File: config.mk
export PLATFORM = sky130hd
export DESIGN_NAME = pwm_8bit
export DESIGN_NICKNAME = d
export VERILOG_FILES = /design/src/rtl/pwm_8bit.sv
export SDC_FILE = /design/constraint.sdc
export NUM_CORES = 1
export LEC_CHECK = 0
export CAP_MARGIN = 25
export CORE_MARGIN = 4
export CORE_UTILIZATION = 30
export DETAILED_ROUTE_END_ITERATION = 16
export GPL_TIMING_DRIVEN = 0
export PLACE_DENSITY = 0.61
export SLEW_MARGIN = 20
export SYNTH_ARGS = -nofsm -noshare
export SYNTH_HDL_FRONTEND = slang
export SYNTH_SLANG_ARGS = --single-unit
File: constraint.sdc
create_clock -name clk -period 3.2 [get_ports clk]
set_clock_uncertainty 0.05 [all_clocks]
set_input_delay 0.64 -clock clk [delete_from_list [all_inputs] [get_ports clk]]
set_output_delay 0.64 -clock clk [all_outputs]
set_load 0.1 [all_outputs]
File: src/rtl/pwm_8bit.sv
// 8-bit PWM: free-running 256-clock frame, registered compare output.
// PWM8_FRAME_SYNC_EN defers duty writes to the frame boundary.
module pwm_8bit (
  input  logic       clk,
  input  logic       rst,
  input  logic [7:0] duty_in,
  input  logic       duty_we,
  output logic       pwm_out,
  output logic       frame_start,
  output logic [7:0] duty_q
);

  localparam logic [7:0] CTR_MAX = 8'hFF;

  logic [7:0] ctr;
  logic [7:0] ctr_nxt;
  logic [7:0] duty_act;
  logic [7:0] duty_act_nxt;

  assign ctr_nxt = ctr + 8'd1;
  assign duty_q  = duty_act;

`ifdef PWM8_FRAME_SYNC_EN
  logic [7:0] duty_pend;
  logic       wrap;

  assign wrap = (ctr == CTR_MAX);

  // Same-edge write bypasses the buffer so it lands in the new frame.
  always_comb begin
    duty_act_nxt = duty_act;
    if (wrap) begin
      duty_act_nxt = duty_we ? duty_in : duty_pend;
    end
  end

  always_ff @(posedge clk or posedge rst) begin
    if (rst) begin
      duty_pend <= 8'd0;
    end else if (duty_we) begin
      duty_pend <= duty_in;
    end
  end
`else
  always_comb begin
    duty_act_nxt = duty_act;
    if (duty_we) begin
      duty_act_nxt = duty_in;
    end
  end
`endif

  // Outputs come from next-state values so they stay aligned with ctr.
  always_ff @(posedge clk or posedge rst) begin
    if (rst) begin
      ctr         <= 8'd0;
      duty_act    <= 8'd0;
      pwm_out     <= 1'b0;
      frame_start <= 1'b0;
    end else begin
      ctr         <= ctr_nxt;
      duty_act    <= duty_act_nxt;
      pwm_out     <= (ctr_nxt < duty_act_nxt);
      frame_start <= (ctr_nxt == 8'd0);
    end
  end

endmodule

==> impl_metrics.json, run 1 <==
{
  "grt_util_all_layers_pct": 8.99,
  "grt_pass1_wl_um": 2470,
  "mappedNetlistArea_um2": 872,
  "setup.worst_path.start_class": "flip-flop",
  "design.final.nets": 116,
  "cts_resized": 0,
  "route.vias.total": 586,
  "finalWorstPathRequiredPeriod_ns": 2.49,
  "io_buffers": 19,
  "final_min_period_over_clock_period_pct": 77.7,
  "critical_path.slowest_cell": "sky130_fd_sc_hd__clkdlybuf4s50_1",
  "holdWs_ns": 0.460,
  "place_congestion": 0.754,
  "critical-path-max-stage-delay_ns": 1.14,
  "synth_cell_types": 19,
  "synth_warnings": 0,
  "most-common-layout-cells": "19 x sky130_fd_sc_hd__clkdlybuf4s50_1, 18 x sky130_fd_sc_hd__dfrtp_1, 10 x sky130_fd_sc_hd__inv_1",
  "critical_path.n_buffers_inverters": 1,
  "critical_path.cell_chain": "clkdlybuf4s50_1",
  "synth_nets": 92,
  "worst_slew_pin_slew_ns": 0.970,
  "via_per_inst": 4.69,
  "grt_pass1_vias": 565,
  "number_of_antenna_violations_at_the_first_check_in_global_routing": 0,
  "setup_tns_ns": 0,
  "final_util_pct": 40.7,
  "coreArea_um2": 2760,
  "seq_area_frac_synth_pct": 51.6,
  "areaGrowthSynthToFinish_pct": 28.8,
  "maxClockFrequency_mhz": 402,
  "cts.sink_count": 18,
  "finalPower_mw": 0.516,
  "initial_utilization_pct": 31.6,
  "clkLatencyLatePin_ns": 0.29,
  "wl_per_cell_um": 12.2,
  "row_count": 19,
  "hold_viol_final": 0,
  "post_cts.repair.setup_buffers": 0,
  "dp_hpwl_um": 1170,
  "drt-pass1-iter-count": 2,
  "remaining_drc_errors": 0,
  "synth_top_cells_by_area": "sky130_fd_sc_hd__dfrtp_1 52%, sky130_fd_sc_hd__ha_1 13%, sky130_fd_sc_hd__mux2i_1 8.0%",
  "synth_area_per_cell_um2": 12.1,
  "fp.dieW_um": 61.9,
  "crit_path_max_fanout": 2,
  "final_layout_size_suffix_gt1_share_pct": 7.45,
  "num-fill-cells": 279,
  "clkTransAtPathRegs_ns": 0.10,
  "final_setup_viols": 0,
  "drt_iter0_markers": 4,
  "worst-endpoint-required_ns": 2.51,
  "yosys_reg_bits": 18,
  "static-leakage-power_nw": 0.556,
  "maxCapViolCount": 0,
  "postLayoutCellArea_um2": 1120,
  "tritoncts_clock_tree": "yes",
  "detailed_place.area_um2": 1100,
  "netlist.area_leader.share_pct": 51.6,
  "routed_wirelength_um": 1520,
  "leading_cell_type_in_the_layout_fill_and_taps_excluded": "sky130_fd_sc_hd__clkdlybuf4s50_1",
  "cts_buffers": 3,
  "cp_top_family": "buffers and inverters",
  "grt_max_degree": 19,
  "dieHeight_um": 61.9,
  "power_per_cell_area_nw_per_um2": 459,
  "outcome": "complete, no violations",
  "die_area_um2": 3830,
  "timing.max_slew.rel_slack_pct": 35.2,
  "hold_buffers": 0,
  "grt_setup_unrepaired": "no",
  "syn-instance-count": 72,
  "ctsHtreeMaxLevel": 1,
  "timing.critical_path.arrival_ns": 1.80,
  "global_route.overflow_total": 0,
  "critPathCaptureType": "primary output",
  "hp-class": "flip-flop to flip-flop",
  "post-synth-top-area-cell": "sky130_fd_sc_hd__dfrtp_1",
  "vdd.ir_drop.worst_mv": 0.414,
  "cts.root.buffer_cell": "sky130_fd_sc_hd__clkbuf_4",
  "cts_buffer_depth": 2,
  "io_pins": 21,
  "antenna_cells": 0,
  "slew_violations": 0,
  "criticalPathCategory": "flip-flop to primary output",
  "final_antenna_net_count": 0
}
[power by group]
part / internal, mW / switching [mW]
Clock: 0.0438 / 0.0694
Sequential: 0.239 / 0.00549
Combinational: 0.0442 / 0.114
Total: 0.327 / 0.189
[registers in the layout (all words and copies together) (netlist names)]
name	flops
pwm_out	1
frame_start	1
duty_q	8
ctr	8
[routing by layer]
layer  vias to the layer above  track usage, %  wire length (µm)
li1                        289               -                 -
met1                       283            11.5               710
met2                        14            13.8               717
met3                         0            4.55                91
met4                         0            1.82                 0
met5                         -               0                 0
[final timing paths]
kind,from,endpoint,slack [ns],depth (start not counted)
max,duty_q[0],duty_q[0],0.71,1
min,ctr[7],ctr[7],0.46,1
max reg2reg,ctr[0],pwm_out,1.13,6
min reg2reg,ctr[7],ctr[7],0.46,1
max in group asynchronous,rst,duty_q[3],1.96,2
min in group asynchronous,rst,duty_q[6],0.69,2
[Yosys cell counts]
master                      n
sky130_fd_sc_hd__dfrtp_1   18
sky130_fd_sc_hd__inv_1     10
sky130_fd_sc_hd__ha_1       9
sky130_fd_sc_hd__mux2i_1    7
sky130_fd_sc_hd__nand3_1    4
sky130_fd_sc_hd__xnor2_1    4
sky130_fd_sc_hd__a21oi_1    3
sky130_fd_sc_hd__and3_1     3
sky130_fd_sc_hd__nand2_1    3
sky130_fd_sc_hd__xor2_1     2
sky130_fd_sc_hd__a211oi_2   1
sky130_fd_sc_hd__and2_1     1
sky130_fd_sc_hd__buf_6      1
sky130_fd_sc_hd__mux2_4     1
sky130_fd_sc_hd__nor2_1     1
sky130_fd_sc_hd__nor4_2     1
sky130_fd_sc_hd__o21ai_0    1
sky130_fd_sc_hd__o311a_1    1
sky130_fd_sc_hd__or4_1      1
[cells by family (layout without fill, tap and decap cells)]
kind of cell	count (synthesis)	after routing	share of synthesized area (%)
DFF	18	18	51.6
and+or+nand+nor	14	14	9.18
buffers and inverters	11	33	5.60
adders and majority gates	9	9	12.9
muxes	8	8	9.76
AOI/OAI and AO/OA	6	6	4.88
xor gates and xnor gates	6	6	6.03
[per-stage QoR]
step | setup slack, ns | std cells
2_1_floorplan | 1.01 | 72
3_3_place_gp | 0.875 | 122
3_5_place_dp | 0.870 | 122
4_1_cts | 0.698 | 125
5_1_grt | 0.651 | 125
6_report | 0.713 | 125
[area by class of cell]
cell class | instances | area [µm²] | share of cell area (%)
buffer | 1 | 11.3 | 1.00
clock buffer | 3 | 22.5 | 2.00
inverter | 10 | 37.5 | 3.34
multi-input combinational | 43 | 373 | 33.2
sequential | 18 | 450 | 40.1
tap | 31 | 38.8 | 3.45
timing repair buffer | 19 | 190 | 16.9
No activity file was read; power rests on OpenSTA's default activity.
==> run 2: changes to the inputs <==
==> constraint.sdc (replaced) <==
create_clock -name clk -period 2.5 [get_ports clk]
set_clock_uncertainty 0.05 [all_clocks]
set_input_delay 0.5 -clock clk [delete_from_list [all_inputs] [get_ports clk]]
set_output_delay 0.5 -clock clk [all_outputs]
set_load 0.1 [all_outputs]
==> results of run 2 <==
Same layout as run 1 (identical final DEF). Status: complete, no violations.
Main changes from that run: setup slack after placement 0.870 ns -> 0.310 ns; setup slack after layout 0.713 ns -> 0.153 ns; register-to-register setup slack 1.13 ns -> 0.43 ns; total power 0.516 mW -> 0.660 mW; worst IR drop on VDD 0.414 mV -> 0.530 mV
